File: src/rtl/ps2_tx_pkg.sv
// Shared types and constants for the PS/2 keyboard-event transmitter.
`default_nettype none

package ps2_tx_pkg;

    typedef enum logic [2:0] {
        IDLE   = 3'd0,
        LOAD   = 3'd1,
        BIT_HI = 3'd2,
        BIT_LO = 3'd3,
        GAP    = 3'd4
    } tx_state_t;

    localparam logic [7:0] PS2_EXT    = 8'hE0;
    localparam logic [7:0] PS2_BRK    = 8'hF0;
    localparam int         FRAME_BITS = 11;

    // bytes[7:0] is sent first; len is 1..3
    typedef struct packed {
        logic [1:0]  len;
        logic [23:0] bytes;
    } ev_bytes_t;

    function automatic logic odd_parity(input logic [7:0] b);
        return ~^b;
    endfunction

    function automatic ev_bytes_t expand_event(input logic [9:0] ev);
        ev_bytes_t r;
        int        n;
        r = '0;
        n = 0;
        if (ev[8]) begin
            r.bytes[n*8 +: 8] = PS2_EXT;
            n++;
        end
        if (!ev[9]) begin
            r.bytes[n*8 +: 8] = PS2_BRK;
            n++;
        end
        r.bytes[n*8 +: 8] = ev[7:0];
        r.len = 2'(n + 1);
        return r;
    endfunction

endpackage

`default_nettype wire

File: src/rtl/ps2_tx_fifo.sv
// Byte FIFO with wrap-bit pointers; push and pop may occur in the same cycle.
`default_nettype none

module ps2_tx_fifo #(
    parameter int FIFO_DEPTH = 8
) (
    input  logic                          clk_i,
    input  logic                          rst_ni,
    input  logic                          push_i,
    input  logic [7:0]                    data_i,
    input  logic                          pop_i,
    output logic [7:0]                    data_o,
    output logic                          full_o,
    output logic                          empty_o,
    output logic [$clog2(FIFO_DEPTH):0]   free_o
);

    localparam int AW = $clog2(FIFO_DEPTH);

    logic [7:0]  mem_q [FIFO_DEPTH];
    logic [AW:0] wr_q;
    logic [AW:0] rd_q;

    assign full_o  = (wr_q[AW] != rd_q[AW]) && (wr_q[AW-1:0] == rd_q[AW-1:0]);
    assign empty_o = (wr_q == rd_q);
    assign free_o  = (AW+1)'(FIFO_DEPTH) - (wr_q - rd_q);
    assign data_o  = mem_q[rd_q[AW-1:0]];

    always_ff @(posedge clk_i or negedge rst_ni) begin
        if (!rst_ni) begin
            wr_q <= '0;
            rd_q <= '0;
        end else begin
            if (push_i && !full_o) wr_q <= wr_q + 1'b1;
            if (pop_i && !empty_o) rd_q <= rd_q + 1'b1;
        end
    end

    always_ff @(posedge clk_i) begin
        if (push_i && !full_o) mem_q[wr_q[AW-1:0]] <= data_i;
    end

endmodule

`default_nettype wire

File: src/rtl/ps2_key_tx.sv
// Turns key events into PS/2 device-to-host frames (E0/F0 prefixes, odd parity).
// Optional host inhibit input enabled by macro PS2_KEY_TX_INHIBIT_EN.
`default_nettype none

module ps2_key_tx
    import ps2_tx_pkg::*;
#(
    parameter int CLK_DIV    = 1000,
    parameter int FIFO_DEPTH = 8
) (
    input  logic        CLK50MHZ,
    input  logic        COCO_RESET_N,
    input  logic [10:0] ps2_key,
`ifdef PS2_KEY_TX_INHIBIT_EN
    input  logic        ps2_inhibit,
`endif
    output logic        ps2_clk,
    output logic        ps2_data,
    output logic        busy,
    output logic        overflow
);

    localparam int FAW = $clog2(FIFO_DEPTH) + 1;
    localparam int CW  = $clog2(2 * CLK_DIV);
    localparam logic [CW-1:0] HALF_LAST = CW'(CLK_DIV - 1);
    localparam logic [CW-1:0] GAP_LAST  = CW'(2 * CLK_DIV - 1);

    logic inhibit;
`ifdef PS2_KEY_TX_INHIBIT_EN
    assign inhibit = ps2_inhibit;
`else
    assign inhibit = 1'b0;
`endif

    logic           fifo_push, fifo_pop, fifo_full, fifo_empty;
    logic [7:0]     fifo_dout;
    logic [FAW-1:0] fifo_free;

    // ---------------- event capture and atomic enqueue ----------------
    logic        armed_q, tog_q;
    logic        pend_vld_q, pend_vld_d;
    logic [9:0]  pend_q, pend_d;
    logic [23:0] ebuf_q, ebuf_d;
    logic [1:0]  ecnt_q, ecnt_d;
    logic        ovf_q, ovf_d;
    logic        ev_det, take;
    logic [9:0]  take_key;
    ev_bytes_t   exp_ev;

    assign ev_det = armed_q && (ps2_key[10] != tog_q);

    always_comb begin
        pend_vld_d = pend_vld_q;
        pend_d     = pend_q;
        ebuf_d     = ebuf_q;
        ecnt_d     = ecnt_q;
        ovf_d      = 1'b0;
        fifo_push  = 1'b0;
        take       = 1'b0;
        take_key   = ps2_key[9:0];
        exp_ev     = '0;
        if (ecnt_q != 2'd0) begin
            fifo_push = !fifo_full;
            ebuf_d    = {8'h00, ebuf_q[23:8]};
            ecnt_d    = ecnt_q - 2'd1;
            if (ev_det) begin
                if (pend_vld_q) begin
                    ovf_d = 1'b1;
                end else begin
                    pend_vld_d = 1'b1;
                    pend_d     = ps2_key[9:0];
                end
            end
        end else begin
            if (pend_vld_q) begin
                take       = 1'b1;
                take_key   = pend_q;
                pend_vld_d = ev_det;
                if (ev_det) pend_d = ps2_key[9:0];
            end else if (ev_det) begin
                take = 1'b1;
            end
            if (take) begin
                exp_ev = expand_event(take_key);
                // Only this path pushes, so the free count cannot shrink mid-event.
                if (fifo_free >= FAW'(exp_ev.len)) begin
                    ebuf_d = exp_ev.bytes;
                    ecnt_d = exp_ev.len;
                end else begin
                    ovf_d = 1'b1;
                end
            end
        end
    end

    always_ff @(posedge CLK50MHZ or negedge COCO_RESET_N) begin
        if (!COCO_RESET_N) begin
            armed_q    <= 1'b0;
            tog_q      <= 1'b0;
            pend_vld_q <= 1'b0;
            pend_q     <= '0;
            ebuf_q     <= '0;
            ecnt_q     <= '0;
            ovf_q      <= 1'b0;
        end else begin
            armed_q    <= 1'b1;
            tog_q      <= ps2_key[10];
            pend_vld_q <= pend_vld_d;
            pend_q     <= pend_d;
            ebuf_q     <= ebuf_d;
            ecnt_q     <= ecnt_d;
            ovf_q      <= ovf_d;
        end
    end

    ps2_tx_fifo #(.FIFO_DEPTH(FIFO_DEPTH)) u_fifo (
        .clk_i   (CLK50MHZ),
        .rst_ni  (COCO_RESET_N),
        .push_i  (fifo_push),
        .data_i  (ebuf_q[7:0]),
        .pop_i   (fifo_pop),
        .data_o  (fifo_dout),
        .full_o  (fifo_full),
        .empty_o (fifo_empty),
        .free_o  (fifo_free)
    );

    // ---------------- transmit FSM ----------------
    tx_state_t         state_q, state_d;
    logic [CW-1:0]     cnt_q, cnt_d;
    logic [3:0]        bit_q, bit_d;
    logic [FRAME_BITS-1:0] frame_q, frame_d;
    logic              retry_q, retry_d;

    always_comb begin
        state_d  = state_q;
        cnt_d    = cnt_q;
        bit_d    = bit_q;
        frame_d  = frame_q;
        retry_d  = retry_q;
        fifo_pop = 1'b0;
        case (state_q)
            IDLE: if (!fifo_empty && !inhibit) state_d = LOAD;
            LOAD: begin
                fifo_pop = 1'b1;
                frame_d  = {1'b1, odd_parity(fifo_dout), fifo_dout, 1'b0};
                bit_d    = 4'd0;
                cnt_d    = '0;
                state_d  = BIT_HI;
                if (inhibit) begin
                    retry_d = 1'b1;
                    state_d = GAP;
                end
            end
            BIT_HI: begin
                if (cnt_q == HALF_LAST) begin
                    cnt_d   = '0;
                    state_d = BIT_LO;
                end else begin
                    cnt_d = cnt_q + 1'b1;
                end
            end
            BIT_LO: begin
                if (cnt_q == HALF_LAST) begin
                    cnt_d = '0;
                    if (bit_q == 4'(FRAME_BITS - 1)) begin
                        state_d = GAP;
                    end else begin
                        bit_d   = bit_q + 4'd1;
                        state_d = BIT_HI;
                    end
                end else begin
                    cnt_d = cnt_q + 1'b1;
                end
            end
            GAP: begin
                // The gap only runs while the host lets the clock go.
                if (inhibit) begin
                    cnt_d = '0;
                end else if (cnt_q == GAP_LAST) begin
                    cnt_d = '0;
                    if (retry_q) begin
                        retry_d = 1'b0;
                        bit_d   = 4'd0;
                        state_d = BIT_HI;
                    end else if (!fifo_empty) begin
                        state_d = LOAD;
                    end else begin
                        state_d = IDLE;
                    end
                end else begin
                    cnt_d = cnt_q + 1'b1;
                end
            end
            default: state_d = IDLE;
        endcase
        if ((state_q == BIT_HI || state_q == BIT_LO) && inhibit && bit_q <= 4'd9) begin
            state_d = GAP;
            cnt_d   = '0;
            retry_d = 1'b1;
        end
    end

    always_ff @(posedge CLK50MHZ or negedge COCO_RESET_N) begin
        if (!COCO_RESET_N) begin
            state_q <= IDLE;
            cnt_q   <= '0;
            bit_q   <= '0;
            frame_q <= '1;
            retry_q <= 1'b0;
        end else begin
            state_q <= state_d;
            cnt_q   <= cnt_d;
            bit_q   <= bit_d;
            frame_q <= frame_d;
            retry_q <= retry_d;
        end
    end

    assign ps2_clk  = (state_q != BIT_LO);
    assign ps2_data = (state_q == BIT_HI || state_q == BIT_LO) ? frame_q[bit_q] : 1'b1;
    assign busy     = !fifo_empty || (state_q != IDLE) || (ecnt_q != 2'd0) || pend_vld_q;
    assign overflow = ovf_q;

endmodule

`default_nettype wire

File: config.mk
export PLATFORM = sky130hd
export DESIGN_NAME = ps2_key_tx
export DESIGN_NICKNAME = d
export VERILOG_FILES = /design/src/rtl/ps2_tx_pkg.sv /design/src/rtl/ps2_tx_fifo.sv /design/src/rtl/ps2_key_tx.sv
export SDC_FILE = /design/constraint.sdc
export NUM_CORES = 1
export LEC_CHECK = 0
export ABC_AREA = 1
export CAP_MARGIN = 20
export CORE_MARGIN = 2
export CORE_UTILIZATION = 45
export CTS_CLUSTER_DIAMETER = 150
export DETAILED_ROUTE_END_ITERATION = 8
export GPL_TIMING_DRIVEN = 0
export HOLD_SLACK_MARGIN = 0.06
export SLEW_MARGIN = 10
export SYNTH_ARGS = -nofsm -noshare
export SYNTH_HDL_FRONTEND = slang
export SYNTH_SLANG_ARGS = --single-unit
File: constraint.sdc
create_clock -name CLK50MHZ -period 4.8 [get_ports CLK50MHZ]
set_clock_uncertainty 0.2 [all_clocks]
set_input_delay 0.48 -clock CLK50MHZ [delete_from_list [all_inputs] [get_ports CLK50MHZ]]
set_output_delay 0.48 -clock CLK50MHZ [all_outputs]
set_load 0.01 [all_outputs]
# Yosys cells after proc, flatten, opt, wreduce, memory -nomap -nowiden
# Memories as Yosys holds them, arrays and structs flattened.
# Cells that the tools add are included.
[totals] elab_cells=131 register_bits=76 output_inout_bits=4 ram_bits=64 n_memories=1 in_bits=13
[memory_table] name="u_fifo.mem_q" words=8 width=8 read_ports=1 rd_ports_with_merged_regs=0 wr=1 line_no="ps2_tx_fifo.sv:20" source="logic [7:0] mem_q [FIFO_DEPTH];"
[classes] bitwise_logic=1 magnitude_cmp=2 n_addsub=11 mux=57 shift=4 reduce_logical=24 eq_ne=18
[ops] op="two-way mux 29 bit" n=5
[ops] op="two-way mux 24 bit" n=6
[ops] op="negator 32 -> 33 bit" n=2
[ops] op="variable shift 8 x 33 -> 24 bit, first input constant" n=2
[ops] op="two-way mux 10 bit" n=6
[ops] op="bitwise mux 24 bit" n=2
[ops] op="one-hot mux 11 bit (3 select lines)" n=1
[ops] op="indexed part select 8 x 33 -> 24 bit" n=1
[ops] op="indexed part select 8 x 33 -> 24 bit, first input constant" n=1
[ops] op="adder 29 x 2 -> 29 bit, second input constant" n=1
[ops] op="two-way mux 8 bit" n=3
[ops] op="two-way mux 11 bit" n=2
[ops] op="two-way mux 1 bit" n=19
[ops] op="two-way mux 3 bit" n=5
[ops] op="one-hot mux 3 bit (5 select lines)" n=1
[ops] op="adder 4 x 1 -> 4 bit, second input constant" n=3
[ops] op="!= test 2 bit, second input constant" n=6
[ops] op="adder 11 x 1 -> 11 bit, second input constant" n=1
[ops] op="equality test 11 x 10 -> 1 bit, second input constant" n=1
[ops] op="equality test 11 bit, second input constant" n=1
[ops] op="nonzero test 3 bit" n=3
[ops] op="two-way mux 4 bit" n=2
[ops] op="one-hot mux 4 bit (2 select lines)" n=1
[ops] op="nonzero test 2 bit" n=4
[ops] op="26 further kinds" n=38

# Logic depth before layout (Yosys ltp)
# Gate-level depths: netlist (run 1).
[depth] ltp_word=17 ltp_mapped=16 ltp_nobuf=14

# Cells and area by module
# Synthesis (run 1) repeated with hierarchy kept, for this count alone.
[unflattened] hier_cells=896 area_unflattened_um2=7339.5
[by_module_without_submodules] module="ps2_key_tx" n_inst=1 area_per_inst_um2=3854.9 seq_area_each_um2=1714.1 cells_per_inst=524
[by_module_without_submodules] module="ps2_tx_fifo" n_inst=1 area_per_inst_um2=3484.6 seq_area_each_um2=2122.0 cells_per_inst=372

# Worst setup path after synthesis (run 1)
# No wires, ideal clock.
[synth_timing] kind="flip-flop to flip-flop" startpoint="reg u_fifo.rd_q[0]" endpoint="mem u_fifo.mem_q[6][0], enable pin" arrival_time_ps=2082 synth_period_minus_slack_ps=2652 t_required_ps=4230 stages_incl_launch_ff=11 path_slack_ps=2148 setup_ps=370 path_buffers=2 cell_sequence="dfrtp_1 > buf_4 > inv_4 > buf_6 > ha_1 > nand2_1 > nor2_1 > a21oi_1 > inv_1 > or2_2 > nor2_1"
[synth_via] elab_chain_cells=7
[synth_lines] element="from (decl)" line_no="ps2_tx_fifo.sv:22" source="logic [AW:0] rd_q;"
[synth_lines] element="from (signal assigned)" line_no="ps2_tx_fifo.sv:35" source="if (pop_i && !empty_o) rd_q <= rd_q + 1'b1;"
[synth_lines] element="equality test 3 bit *" line_no="ps2_tx_fifo.sv:24" source="assign full_o = (wr_q[AW] != rd_q[AW]) && (wr_q[AW-1:0] == rd_q[AW-1:0]);"
[synth_lines] element="logical AND 1 bit *" line_no="ps2_tx_fifo.sv:24"
[synth_lines] element="logical NOT 1 bit *" line_no="ps2_tx_fifo.sv:40, ps2_key_tx.sv:63"
[synth_lines] element="two-way mux 1 bit" line_no="ps2_key_tx.sv:62" source="if (ecnt_q != 2'd0) begin"
[synth_lines] element="logical AND 1 bit *" line_no="ps2_tx_fifo.sv:40" source="if (push_i && !full_o) mem_q[wr_q[AW-1:0]] <= data_i;"
[synth_lines] element="two-way mux 1 bit *" line_no="ps2_tx_fifo.sv:40"
[synth_lines] element="two-way mux 1 bit (implied by the code) *" line_no="ps2_tx_fifo.sv:40"
[synth_lines] element="to (decl)" line_no="ps2_tx_fifo.sv:20"
# Mark *: on every way between the ends. The rest lies on a longest branch, timed or not.

# Final worst setup path (run 1)
[layout_timing] startpoint="reg u_fifo.rd_q[0]" endpoint="out busy"
[layout_via] elab_chain_cells=5
[layout_lines] element="equality test 4 bit" line_no="ps2_tx_fifo.sv:25" source="assign empty_o = (wr_q == rd_q);"
[layout_lines] element="logical NOT 1 bit" line_no="ps2_key_tx.sv:222" source="assign busy = !fifo_empty || (state_q != IDLE) || (ecnt_q != 2'd0) || pend_vld_q;"
[layout_lines] element="logical OR 1 bit (3 in a row)" line_no="ps2_key_tx.sv:222"
[layout_lines] element="to (decl)" line_no="ps2_key_tx.sv:19" source="output logic busy,"
# Every way passes these cells.

==> results of run 1 <==
## per-layer routing
layer / wire length [um] / track usage [%] / vias up
li1: - / - / 2648
met1: 6560 / 23.7 / 2498
met2: 7510 / 34.7 / 116
met3: 630 / 4.91 / 31
met4: 431 / 8.99 / 0
met5: 0 / 0 / -
## report_power, final
group          total, mW  leakage, nW  switching (mW)  internal (mW)
clock network       1.26        0.262           0.538          0.722
registers           1.79         1.53           0.177           1.61
logic               1.13         1.86           0.762          0.369
total               4.18         3.65            1.48           2.71
## worst register-to-register path, cell delays in order (launching register included)
cell and delay (ps):
dfrtp_1 400, buf_4 180, inv_4 110, buf_6 160
ha_1 260, nand2_1 60, nor2_1 50, a21oi_1 320
inv_1 100, or2_2 340, nor2_1 800
## synth_stat cells, types with 3 or more instances
cell        n
a211oi_1    4
a21oi_1    11
a31oi_1     5
buf_2       8
buf_4       6
clkbuf_1    8
dfrtp_1    66
dfstp_2    10
edfxtp_1   64
ha_1       16
inv_1     120
nand2_1   238
nand3_1    60
nand4_1     4
nor2_1     50
nor3_1      5
o21a_1      4
o21ai_0    55
o21ai_2     3
o22ai_1     7
o31ai_1     9
xnor2_1     3
xor2_1      8
## cell usage in the layout (no fill, tap or decap), types with 10 or more instances in the layout
cell type,synthesis,layout
ha_1,16,16
inv_1,120,120
clkdlybuf4s50_1,0,15
nor2_1,50,50
edfxtp_1,64,64
nand2_1,238,238
clkbuf_16,0,17
dfrtp_1,66,66
o21ai_0,55,55
nand3_1,60,60
dfstp_2,10,10
a21oi_1,11,11
## per-stage QoR
stage                     instances  total power, mW  util [%]  instance area, um2  setup WS [ps]
after floorplan                 796             2.59         -                6970           2150
after global placement         1000             2.91      48.6                7360            382
after global routing           1034             4.46      52.6                7960            940
final                          1034             4.18      52.6                7960           1090
after detailed placement       1001             2.95      48.8                7390           1460
after CTS                      1034             4.22      52.6                7960           1090
## kinds of logic after synthesis
kind of cell	after synthesis	share of synthesized area [%]
compound gates	110	9.68
xor+xnor	11	1.38
fa+ha+maj	17	3.16
buf+inv	149	8.68
flops	140	55.1
other cells	1	0.0538
simple gates	368	22.0
## how the worst max path moves through the flow
stage                     slack, ps  cells after the start                  to           start
after global placement          380                      1           pend_q[3]    COCO_RESET_N
after CTS                      1090                     10                busy  u_fifo.rd_q[0]
after detailed placement       1460                     10  u_fifo.mem_q[4][6]  u_fifo.rd_q[0]
after global routing            940                     10                busy  u_fifo.rd_q[0]
final                          1090                     10                busy  u_fifo.rd_q[0]
after floorplan                2150                     10  u_fifo.mem_q[6][0]  u_fifo.rd_q[0]
## flip-flops by register name, indices dropped and copies added (netlist names), 2 cells and up
signal        count
ebuf_q           24
pend_q           10
u_fifo.rd_q       4
u_fifo.wr_q       4
ecnt_q            2
state_q           3
frame_q          10
cnt_q            11
bit_q             4
u_fifo.mem_q     64
## what timing repair did
item | CTS | global route
resized for setup | 0 | 0
hold buffers | 1 | 0
hold endpoints to repair | 18 | 0
## layout make-up
class | instances | share of cell area (%)
Buffer | 24 | 1.63
Clock buffer | 18 | 5.39
Clock inverter | 14 | 1.73
Inverter | 125 | 5.96
Multi-Input combinational cell | 507 | 31.7
Sequential cell | 140 | 48.2
Tap cell | 188 | 2.95
Timing Repair Buffer | 18 | 2.45
==> metrics.yaml, run 1 <==
outcome: "completed"
antenna_found_initial: 0
htreeDepth: 4
cts_setup_buffers: 0
synth.largest_area_cell: "edfxtp_1"
start_util_pct: 46.0
wire_per_inst_um: 14.6
grt_max_degree: 59
fin_setup_tns_ps: 0
end_kind: "output port"
io_pins: 17
drt_pass1_iterations: 5
ff2ff_setup_slack_ps: 1430
clk_pin_slew_worst_paths_ps: 60
period_share_pct: 77.3
final_antenna_net_count: 0
hold_class: "reg -> reg"
hold_viol_final: 0
cts_tree: "built"
fin_nets: 863
syn_inst: 796
vias: 5293
num_rows: 45
clk_latency_ps: 430
root_buffer: "clkbuf_16"
dr.first_iter.drc_count: 286
core-area_um2: 15100
required_ps: 4120
port-buffer-count: 16
finalWirelength_um: 15100
area_growth_pct: 14.3
holdWs_ps: 255
synth-edff-count: 64
drv_cap: 0
period_minus_slack_ps: 3710
regArea_um2: 3840
async_flop_share_pct: 54.3
die_x_um: 128
startpoint_type: "flop"
ir_drop_uv: 313
drv_slew: 0
hold_depth: 2
drive_above_1_share_pct: 9.22
regToRegEndpoint: "u_fifo.mem_q[4][7]"
r2r-start: "u_fifo.rd_q[0]"
synth-seq-cells: 140
crit_chain: "buf_4 -> inv_4 -> buf_6 -> ha_1 -> nand2_1 -> nor2_1 -> nand2_1 -> nor3_1 -> nand3_1 -> clkdlybuf4s50_1"
die_h_um: 128
multi_input_area_um2: 2520
synth-seq-area-share_pct: 55.1
gr-total-overflow: 0
cp.buffers_inverters: 4
path_delay_family: "simple AND/OR/NAND/NOR gates"
setup_violations: 0
min_delay_worst_endpoint: "frame_q[0]"
rsz0062_at_grt: "no"
ys_types: 49
min_from: "frame_q[0]"
hpwl_um: 10800
netlist_area_um2: 6970
p_per_area_nw_per_um2: 525
viasPerCell: 5.12
diodes: 0
grt_pass1_wl_um: 25500
synth_fp_nets: 826
nFillCells: 1398
path_common_cell: "nand2_1"
grt_pass1_vias: 5251
synth_area_leaders: "edfxtp_1 28%, dfrtp_1 24%, nand2_1 13%"
grt_usage_pct: 20.0
crit_slowest_cell: "nor3_1"
slew_headroom_pct: 29.2
yosysWarnings: 0
synth_area_per_cell_um2: 8.75
crit_type: "reg -> out"
worst_pin_slew_ps: 1060
drc: 0
clock-sinks: 140
dieArea_um2: 16500
path_max_fanout: 10
r2r_cells: 10
clockBufferDepth: 2
fmax_mhz: 269
synth-main-ff-cell: "dfrtp_1"
cpPeakStageDelay_ps: 530
gp_congestion: 0.845
cts_buffers: 17
arrival_ps: 3030
p_leak_nw: 3.65
synth_top_area_share_pct: 27.6
(Power assumes the default switching activity.)
==> inputs of run 2 (changes only) <==
==> constraint.sdc (replaced) <==
create_clock -name CLK50MHZ -period 3.7 [get_ports CLK50MHZ]
set_clock_uncertainty 0.2 [all_clocks]
set_input_delay 0.37 -clock CLK50MHZ [delete_from_list [all_inputs] [get_ports CLK50MHZ]]
set_output_delay 0.37 -clock CLK50MHZ [all_outputs]
set_load 0.01 [all_outputs]
==> run 2 against run 1 <==
Net effect: first-iteration DRC count increased by 5.9%; cell area about the same; worst hold slack got worse by 86 ps; via count up 0.30%; routed wire length about the same; global-route usage is the same.
==> metrics.yaml, run 2 (synthesis gave the netlist of run 1 again) <==
start_util_pct: 46.0  # unchanged
path_max_fanout: 10  # unchanged
setup_violations: 0  # unchanged
num_rows: 45  # unchanged
die_h_um: 128  # unchanged
cts_tree: "built"
drv_slew: 0  # unchanged
finalWirelength_um: 15100  # about the same
end_kind: "flop"
diodes: 0  # unchanged
drive_above_1_share_pct: 9.34  # +0.12 points
crit_chain: "buf_4 -> inv_4 -> buf_6 -> ha_1 -> nand2_1 -> nor2_1 -> a21oi_1 -> inv_1 -> or2_2 -> nor2_1"
hpwl_um: 10800  # unchanged
mostFrequentLayoutCells: "238 x nand2_1, 120 x inv_1, 66 x dfrtp_1"
final_antenna_net_count: 0  # unchanged
holdWs_ps: 169  # -85.8 ps
clockBufferDepth: 2  # unchanged
hold_class: "in -> async"
drt_pass1_iterations: 5  # unchanged
port-buffer-count: 16  # unchanged
fin_setup_tns_ps: 0  # unchanged
drv_cap: 0  # unchanged
grt_max_degree: 59  # unchanged
wire_per_inst_um: 14.6  # about the same
die_x_um: 128  # unchanged
clk_pin_slew_worst_paths_ps: 60  # about the same
gp_congestion: 0.845  # unchanged
htreeDepth: 4  # unchanged
path_delay_family: "simple AND/OR/NAND/NOR gates"
hold_viol_final: 0  # unchanged
core-area_um2: 15100  # unchanged
largest_reg_flops: 64  # unchanged
crit_slowest_cell: "nor2_1"
cpPeakStageDelay_ps: 800  # +270 ps
period_minus_slack_ps: 3370
fin_nets: 863  # unchanged
gr-total-overflow: 0  # unchanged
layout_commonest_cell: "nand2_1"
period_share_pct: 91.1
grt_pass1_vias: 5251  # unchanged
p_per_area_nw_per_um2: 680  # +30%
vias: 5309  # +0.30%
startpoint_type: "flop"
clk_latency_ps: 430  # about the same
r2r_cells: 10  # unchanged
arrival_ps: 3210  # +180 ps
dieArea_um2: 16500  # unchanged
area_growth_pct: 14.4  # about the same
r2r-start: "u_fifo.rd_q[0]"
cp.buffers_inverters: 4  # unchanged
grt_pass1_wl_um: 25500  # unchanged
antenna_found_initial: 0  # unchanged
crit_type: "reg -> reg"
slew_headroom_pct: 29.0  # -0.17 points
root_buffer: "clkbuf_16"
dr.first_iter.drc_count: 303  # +5.9%
fmax_mhz: 297
grt_usage_pct: 20.0  # unchanged
clock-sinks: 140  # unchanged
viasPerCell: 5.13  # +0.30%
path_common_cell: "nor2_1"
ir_drop_uv: 406  # +30%
cts_setup_buffers: 0  # unchanged
regToRegEndpoint: "u_fifo.mem_q[4][7]"
p_leak_nw: 3.65  # about the same
cts_buffers: 17  # unchanged
ff2ff_setup_slack_ps: 330  # -1100 ps
io_pins: 17  # unchanged
drc: 0  # unchanged
worst_pin_slew_ps: 1060  # +2.55 ps
outcome: "completed"
rsz0062_at_grt: "no"
required_ps: 3540  # -580 ps
run 2: cell counts in the layout (fill, tap and decap cells not counted):
Identical to the previous run, type by type.
run 2: area by class of cell:
class	count	area (um2)
clock inverter	14	138
multi-input combinational	507	2530
buffer	24	130
clock buffer	18	429
timing repair buffer	18	195
sequential	140	3840
inverter	125	474
fill	1398	7180
tap	188	235
run 2: worst max-delay path by stage:
stage | startpoint | end | slack, ps | depth (start not counted)
2_1_floorplan | u_fifo.rd_q[0] | u_fifo.mem_q[6][0] | 1050 | 10
3_3_place_gp | COCO_RESET_N | pend_q[3] | -610 | 1
3_5_place_dp | u_fifo.rd_q[0] | u_fifo.mem_q[4][6] | 360 | 10
4_1_cts | u_fifo.rd_q[0] | busy | 100 | 10
5_1_grt | u_fifo.rd_q[0] | u_fifo.mem_q[4][7] | 170 | 10
6_report | u_fifo.rd_q[0] | u_fifo.mem_q[4][7] | 330 | 10
run 2: metrics by stage:
stage	utilization (%)	cell area, um2	power (mW)	setup WS (ps)	cells
finish	52.6	7970	5.42	330	1034
CTS	52.6	7960	5.47	99.0	1034
global placement	48.6	7360	3.77	-608	1000
detailed placement	48.8	7390	3.83	363	1001
floorplan	-	6970	3.35	1050	796
global route	52.6	7970	5.79	172	1034
run 2: what timing repair did:
| action | 4_1_cts | 5_1_grt |
|---|---|---|
| hold buffers | 1 | 0 |
| endpoints found under the hold margin | 76 | 0 |
| setup endpoints to repair | 0 | 1 |
| resized for setup | 0 | 1 |
run 2: routing by layer:
metal / vias to the layer above / GRT usage [%] / part of all wire [%]
met2: 131 / 34.7 / 50
li1: 2649 / - / -
met1: 2496 / 23.7 / 43
met5: - / 0 / 0
met4: 0 / 8.99 / 2.9
met3: 33 / 4.91 / 4.4
run 2: worst register-to-register path, cell delays in order (launching register included):
cell	delay, ps
dfrtp_1	400
buf_4	180
inv_4	110
buf_6	160
ha_1	260
nand2_1	60
nor2_1	50
a21oi_1	320
inv_1	100
or2_2	340
nor2_1	800
run 2: power breakdown:
group	internal, mW	switching, mW	leakage (nW)
logic	0.478	0.988	1.86
clock network	0.937	0.694	0.262
registers	2.09	0.229	1.53
==> patch 1, RTL diff (flow settings as in run 2) <==
`FIFO_DEPTH` is set to 8 in 2 places; all go to 16.
--- a/src/rtl/ps2_tx_fifo.sv
+++ b/src/rtl/ps2_tx_fifo.sv
@@ -3,5 +3,5 @@
 
 module ps2_tx_fifo #(
-    parameter int FIFO_DEPTH = 8
+    parameter int FIFO_DEPTH = 16
 ) (
     input  logic                          clk_i,
--- a/src/rtl/ps2_key_tx.sv
+++ b/src/rtl/ps2_key_tx.sv
@@ -7,5 +7,5 @@
 #(
     parameter int CLK_DIV    = 1000,
-    parameter int FIFO_DEPTH = 8
+    parameter int FIFO_DEPTH = 16
 ) (
     input  logic        CLK50MHZ,
Function: no difference found for any inputs over 10 cycles, from zero or initial values and one cycle with COCO_RESET_N low; that may be too few to reach the edited logic, so the function may still have changed.
==> patch 1 against run 2 <==
Final cell count increased by 38%. Synthesized cell count increased by 36%. Count of clock-buffer cells in the layout increased by 8. Clock power increased by 37%. Synthesized area increased by 46%. Die area increased by 44%. Global-route usage decreased by 0.081 points. Wire length increased by 51%. Via count increased by 34%. Power increased by 35%. Sequential cell count increased by 66. Design area increased by 43%. Worst setup slack got worse by 11 ps. Highest routed layer unchanged.
==> patch 1: results (changes against run 2) <==
* Result of the run: finished clean (unchanged)
* Worst rel slew slack at 35.2% (was 29.0%)
* Portion of the post-synthesis area used by sequential elements at 57.3% (was 55.1%)
* Via count at 7119 (was 5309)
* Pre-antenna DRT Iters at 5 (unchanged)
* Post-Place Cells at 1381 (was 1001)
* GR Util All Layers at 20.0% (about the same)
* Total wire length after detailed routing at 22.8 mm (was 15.1 mm)
* Fraction of synthesis flops using an asynchronous set or reset pin at 37.9% (was 54.3%)
* Dominant register cell in the synthesized netlist: edfxtp_1 (was dfrtp_1)
* Number of antenna violations at the first check in global routing at 0 (unchanged)
* Netlist cell types at 52 (was 49)
* Number of DRC markers in iteration 0 at 506 (was 303)
* Post-Syn Area per Cell at 9.35 µm² (was 8.75 µm²)
* Flip-flop count of the largest register, all copies and words added at 128 (was 64)
* Maximum level of the CTS H-tree at 1 (was 4)
* Design Area, Final at 11400 µm² (was 7970 µm²)
* Estimated wirelength of the detail-placed design at 15.1 mm (was 10.8 mm)
* Number of buffers inserted during clock tree synthesis at 24 (was 17)
* Number of enable-type register cells in the synthesized netlist at 128 (was 64)
* Post-layout net count at 1164 (was 863)
* Root cell of the clock tree: clkbuf_16 (unchanged)
* Critical path data arrival time at 2810 ps (was 3210 ps)
* Fraction of final layout cells sized beyond drive strength 1 at 12.0% (was 9.34%)
* Setup slack of the worst register-to-register path at 430 ps (was 330 ps)
* Max Fanout on Critical Path at 10 (unchanged)
* Total inserted antenna cells at 0 (unchanged)
* Clock slew at the register clock pins of the worst setup and hold paths at 60 ps (about the same)
* Placer's final routability congestion estimate at 0.811 (was 0.845)
* Synth top area cells: edfxtp_1 38%, dfrtp_1 17%, nand2_1 11%, inv_1 6.1%, nand3_1 3.6% (was edfxtp_1 28%, dfrtp_1 24%, nand2_1 13%, inv_1 6.5%, nand3_1 4.3%)
* Type of the most critical hold path: in -> async (unchanged)
* Max VDD drop at 491 µV (was 406 µV)
* DP Area at 10700 µm² (was 7390 µm²)
* Leakage power of the design at 5.09 nW (was 3.65 nW)
* Global-route wire length before repair at 37.2 mm (was 25.5 mm)
* YS warnings at 0 (unchanged)
* Net count after synthesis at 1120 (was 826)
* Largest net degree at the start of global routing at 54 (was 59)
* Vias per cell at 5.00 (was 5.13)
* Worst slack after detailed placement at 391 ps (was 363 ps)
* Final Critical Period at 3380 ps (was 3370 ps)
* Number of buffers on the longest clock path at 3 (was 2)
* Via count of the first global-routing pass at 7006 (was 5251)
* Commonest cells in the netlist: 286 x nand2_1, 165 x inv_1, 128 x edfxtp_1 (was 238 x nand2_1, 120 x inv_1, 66 x dfrtp_1)
* Most frequent cell after synthesis: nand2_1 (unchanged)
* Fill cells at 1963 (was 1398)
* Number of remaining DRC errors at 0 (unchanged)
* Worst hold slack at 110 ps (was 169 ps)
* Switching power at 2.42 mW (was 1.91 mW)
* Clk Latency, worst-skew pair at 520 ps (was 430 ps)
* Portion of the clock cycle consumed by the worst path in the final layout at 91.4% (was 91.1%)
* IO Port Bufs at 16 (unchanged)
## patch 1: area by class of cell
cell class | instances | area (µm²) | share of cell area, %
Inverter | 177 | 672 | 5.88
Buffer | 35 | 289 | 2.53
Timing Repair Buffer | 18 | 195 | 1.71
Tap cell | 280 | 350 | 3.07
Clock buffer | 26 | 629 | 5.51
Sequential cell | 206 | 5810 | 50.8
Clock inverter | 16 | 113 | 0.985
Multi-Input combinational cell | 666 | 3370 | 29.5
## patch 1: path summary, 6_finish.rpt
kind	startpoint	endpoint	cells after the start
worst max-delay path	u_fifo.rd_q[0]	busy	10
worst min-delay path	COCO_RESET_N	cnt_q[3]	2
worst max register to register	pend_vld_q	ebuf_q[7]	14
worst min register to register	frame_q[0]	frame_q[0]	2
max in group asynchronous	COCO_RESET_N	ebuf_q[0]	3
min in group CLK50MHZ	ps2_key[10]	tog_q	1
## patch 1: timing repair
action | in CTS | in global routing
buffers inserted | 0 | 0
endpoints found under the setup margin | 0 | 1
resized for setup | 0 | 1
endpoints found under the hold margin | 78 | 0
hold buffers | 1 | 0
## patch 1: power groups by stage
| stage | clock, mW | combinational, mW | sequential, mW |
|---|---|---|---|
| after global routing | 2.38 | 1.92 | 3.45 |
| after detailed placement | 0 | 1.67 | 3.44 |
| final | 2.24 | 1.67 | 3.39 |
| after global placement | 0 | 1.63 | 3.43 |
| after floorplan | 0 | 1.23 | 3.29 |
| after CTS | 2.28 | 1.68 | 3.40 |
## patch 1: cells by family (layout without fill, tap and decap cells)
group / after synthesis / after routing / share of synthesized area, %
adder cells (fa/ha/maj): 23 / 23 / 2.91
XOR/XNOR: 13 / 13 / 1.27
buffers and inverters: 212 / 272 / 9.48
multiplexers: 1 / 1 / 0.111
flip-flops: 206 / 206 / 57.3
AND/OR/NAND/NOR: 500 / 500 / 21.9
other: 1 / 1 / 0.0370
AO/OA/AOI/OAI: 128 / 128 / 7.01
## patch 1: routing by layer
metal | vias to the layer above | global-route usage [%] | routed length, µm
li1 | 3590 | - | -
met1 | 3364 | 28.3 | 10700
met2 | 133 | 32.8 | 10800
met3 | 32 | 2.73 | 1060
met4 | 0 | 4.85 | 315
met5 | - | 0 | 0
## patch 1: critical path, cell delays in order, from the launching register on
cell             delay (ps)
dfrtp_1                 370
buf_6                   190
inv_8                    70
buf_6                   150
ha_1                    320
nand4_1                 130
a21oi_1                 130
inv_1                   100
nor3_2                  200
nand3_1                 120
clkdlybuf4s50_1         500
==> patch 2, RTL diff (flow settings as in run 2) <==
Without the edit above. Put a register stage on the outputs `ps2_data` and `busy`. The values now appear one clock later. The other outputs are not delayed to match.
--- a/src/rtl/ps2_key_tx.sv
+++ b/src/rtl/ps2_key_tx.sv
@@ -219,6 +219,8 @@
 
     assign ps2_clk  = (state_q != BIT_LO);
-    assign ps2_data = (state_q == BIT_HI || state_q == BIT_LO) ? frame_q[bit_q] : 1'b1;
-    assign busy     = !fifo_empty || (state_q != IDLE) || (ecnt_q != 2'd0) || pend_vld_q;
+    always_ff @(posedge CLK50MHZ) begin
+        ps2_data <= (state_q == BIT_HI || state_q == BIT_LO) ? frame_q[bit_q] : 1'b1;
+        busy     <= !fifo_empty || (state_q != IDLE) || (ecnt_q != 2'd0) || pend_vld_q;
+    end
     assign overflow = ovf_q;
 
Check against the original RTL: not equivalent (a bounded check fails within 4 cycles, from zero or initial values and one cycle with COCO_RESET_N low).
==> patch 2 against run 2 <==
Clock power up 16%. Design area up 1.7%. Power up 4.4%. Via count down 0.47%. Worst setup slack gained 47 ps. Sequential cell count grew 2. Wire length decreased by 1.4%. Synthesized area is 0.84% higher. Largest cell class unchanged.
==> patch 2: results (changes against run 2) <==
* Vias per cell at 5.07 (was 5.13)
* Setup slack of the worst register-to-register path at 380 ps (was 330 ps)
* Die boundary width at 129 µm (was 128 µm)
* Total wire length after detailed routing at 14.9 mm (was 15.1 mm)
* GR Util All Layers at 19.7% (was 20.0%)
* Max VDD drop at 367 µV (was 406 µV)
* Estimated wirelength of the detail-placed design at 10.7 mm (was 10.8 mm)
* Number of DRC markers in iteration 0 at 286 (was 303)
* Netlist cell types at 46 (was 49)
* Largest net degree at the start of global routing at 47 (was 59)
* Proportion of total power due to net switching at 31.8% (was 35.3%)
* Worst slack after detailed placement at 362 ps (was 363 ps)
* Leakage power of the design at 3.75 nW (was 3.65 nW)
* Result of the run: finished clean (unchanged)
* Via count at 5284 (was 5309)
* Commonest cells in the netlist: 258 x nand2_1, 115 x inv_1, 66 x dfrtp_1 (was 238 x nand2_1, 120 x inv_1, 66 x dfrtp_1)
* Fill cells at 1403 (was 1398)
* Net count after synthesis at 835 (was 826)
* Number of instances in the synthesized netlist at 805 (was 796)
* Global-route wire length before repair at 25.1 mm (was 25.5 mm)
* Worst rel slew slack at 32.4% (was 29.0%)
* Post-layout net count at 872 (was 863)
* Critical register-to-register path endpoint: u_fifo.mem_q[4][0] (was u_fifo.mem_q[4][7])
* Critical path data arrival time at 3160 ps (was 3210 ps)
* Fraction of final layout cells sized beyond drive strength 1 at 8.54% (was 9.34%)
* Post-Place Cells at 1010 (was 1001)
* Fraction of synthesis flops using an asynchronous set or reset pin at 53.5% (was 54.3%)
==> patch 2: how the worst min path moves through the flow <==
stage          slack [ps]    endpoint
3_5_place_dp          140   pend_q[9]
6_report              220   pend_q[9]
3_3_place_gp          240  frame_q[0]
2_1_floorplan        -130     armed_q
4_1_cts               230   pend_q[9]
5_1_grt               250   pend_q[8]
==> patch 2: critical path, stage by stage (launching register included) <==
cell and delay, ps:
dfrtp_1 380, buf_2 180, inv_2 140, buf_4 210, ha_1 280, nand2_1 70, nor2_1 50, a21oi_1 320
inv_1 90, or2_2 330, nor2_1 670
==> patch 2: area by class of cell <==
cell class	count	area (µm²)	area share (%)
tap	188	235	2.90
inverter	119	452	5.57
buffer	26	163	2.01
clock inverter	14	221	2.73
clock buffer	18	429	5.29
sequential	142	3880	47.8
multi-input combinational	518	2530	31.3
timing repair buffer	18	195	2.41
==> patch 2: cells by family after synthesis <==
family	Yosys count	synth area share, %
compound gates	110	9.14
xor+xnor	11	1.48
fa+ha+maj	17	3.14
buf+inv	145	8.75
flops	142	55.2
other cells	1	0.0534
simple gates	379	22.3
==> patch 2: power by group through the flow <==
stage / Sequential (mW) / Clock (mW) / Combinational [mW]
3_5_place_dp: 2.33 / 0 / 1.48
5_1_grt: 2.34 / 1.99 / 1.68
3_3_place_gp: 2.31 / 0 / 1.45
4_1_cts: 2.30 / 1.92 / 1.49
2_1_floorplan: 2.25 / 0 / 1.11
6_report: 2.29 / 1.89 / 1.47
==> patch 2: layer usage <==
| metal | routed length [µm] | vias to the layer above | GRT usage (%) |
|---|---|---|---|
| met1 | 6690 | 2504 | 24.8 |
| met2 | 7470 | 92 | 33.3 |
| met5 | 0 | - | 0 |
| met4 | 221 | 0 | 6.91 |
| met3 | 551 | 19 | 4.70 |
| li1 | - | 2669 | - |
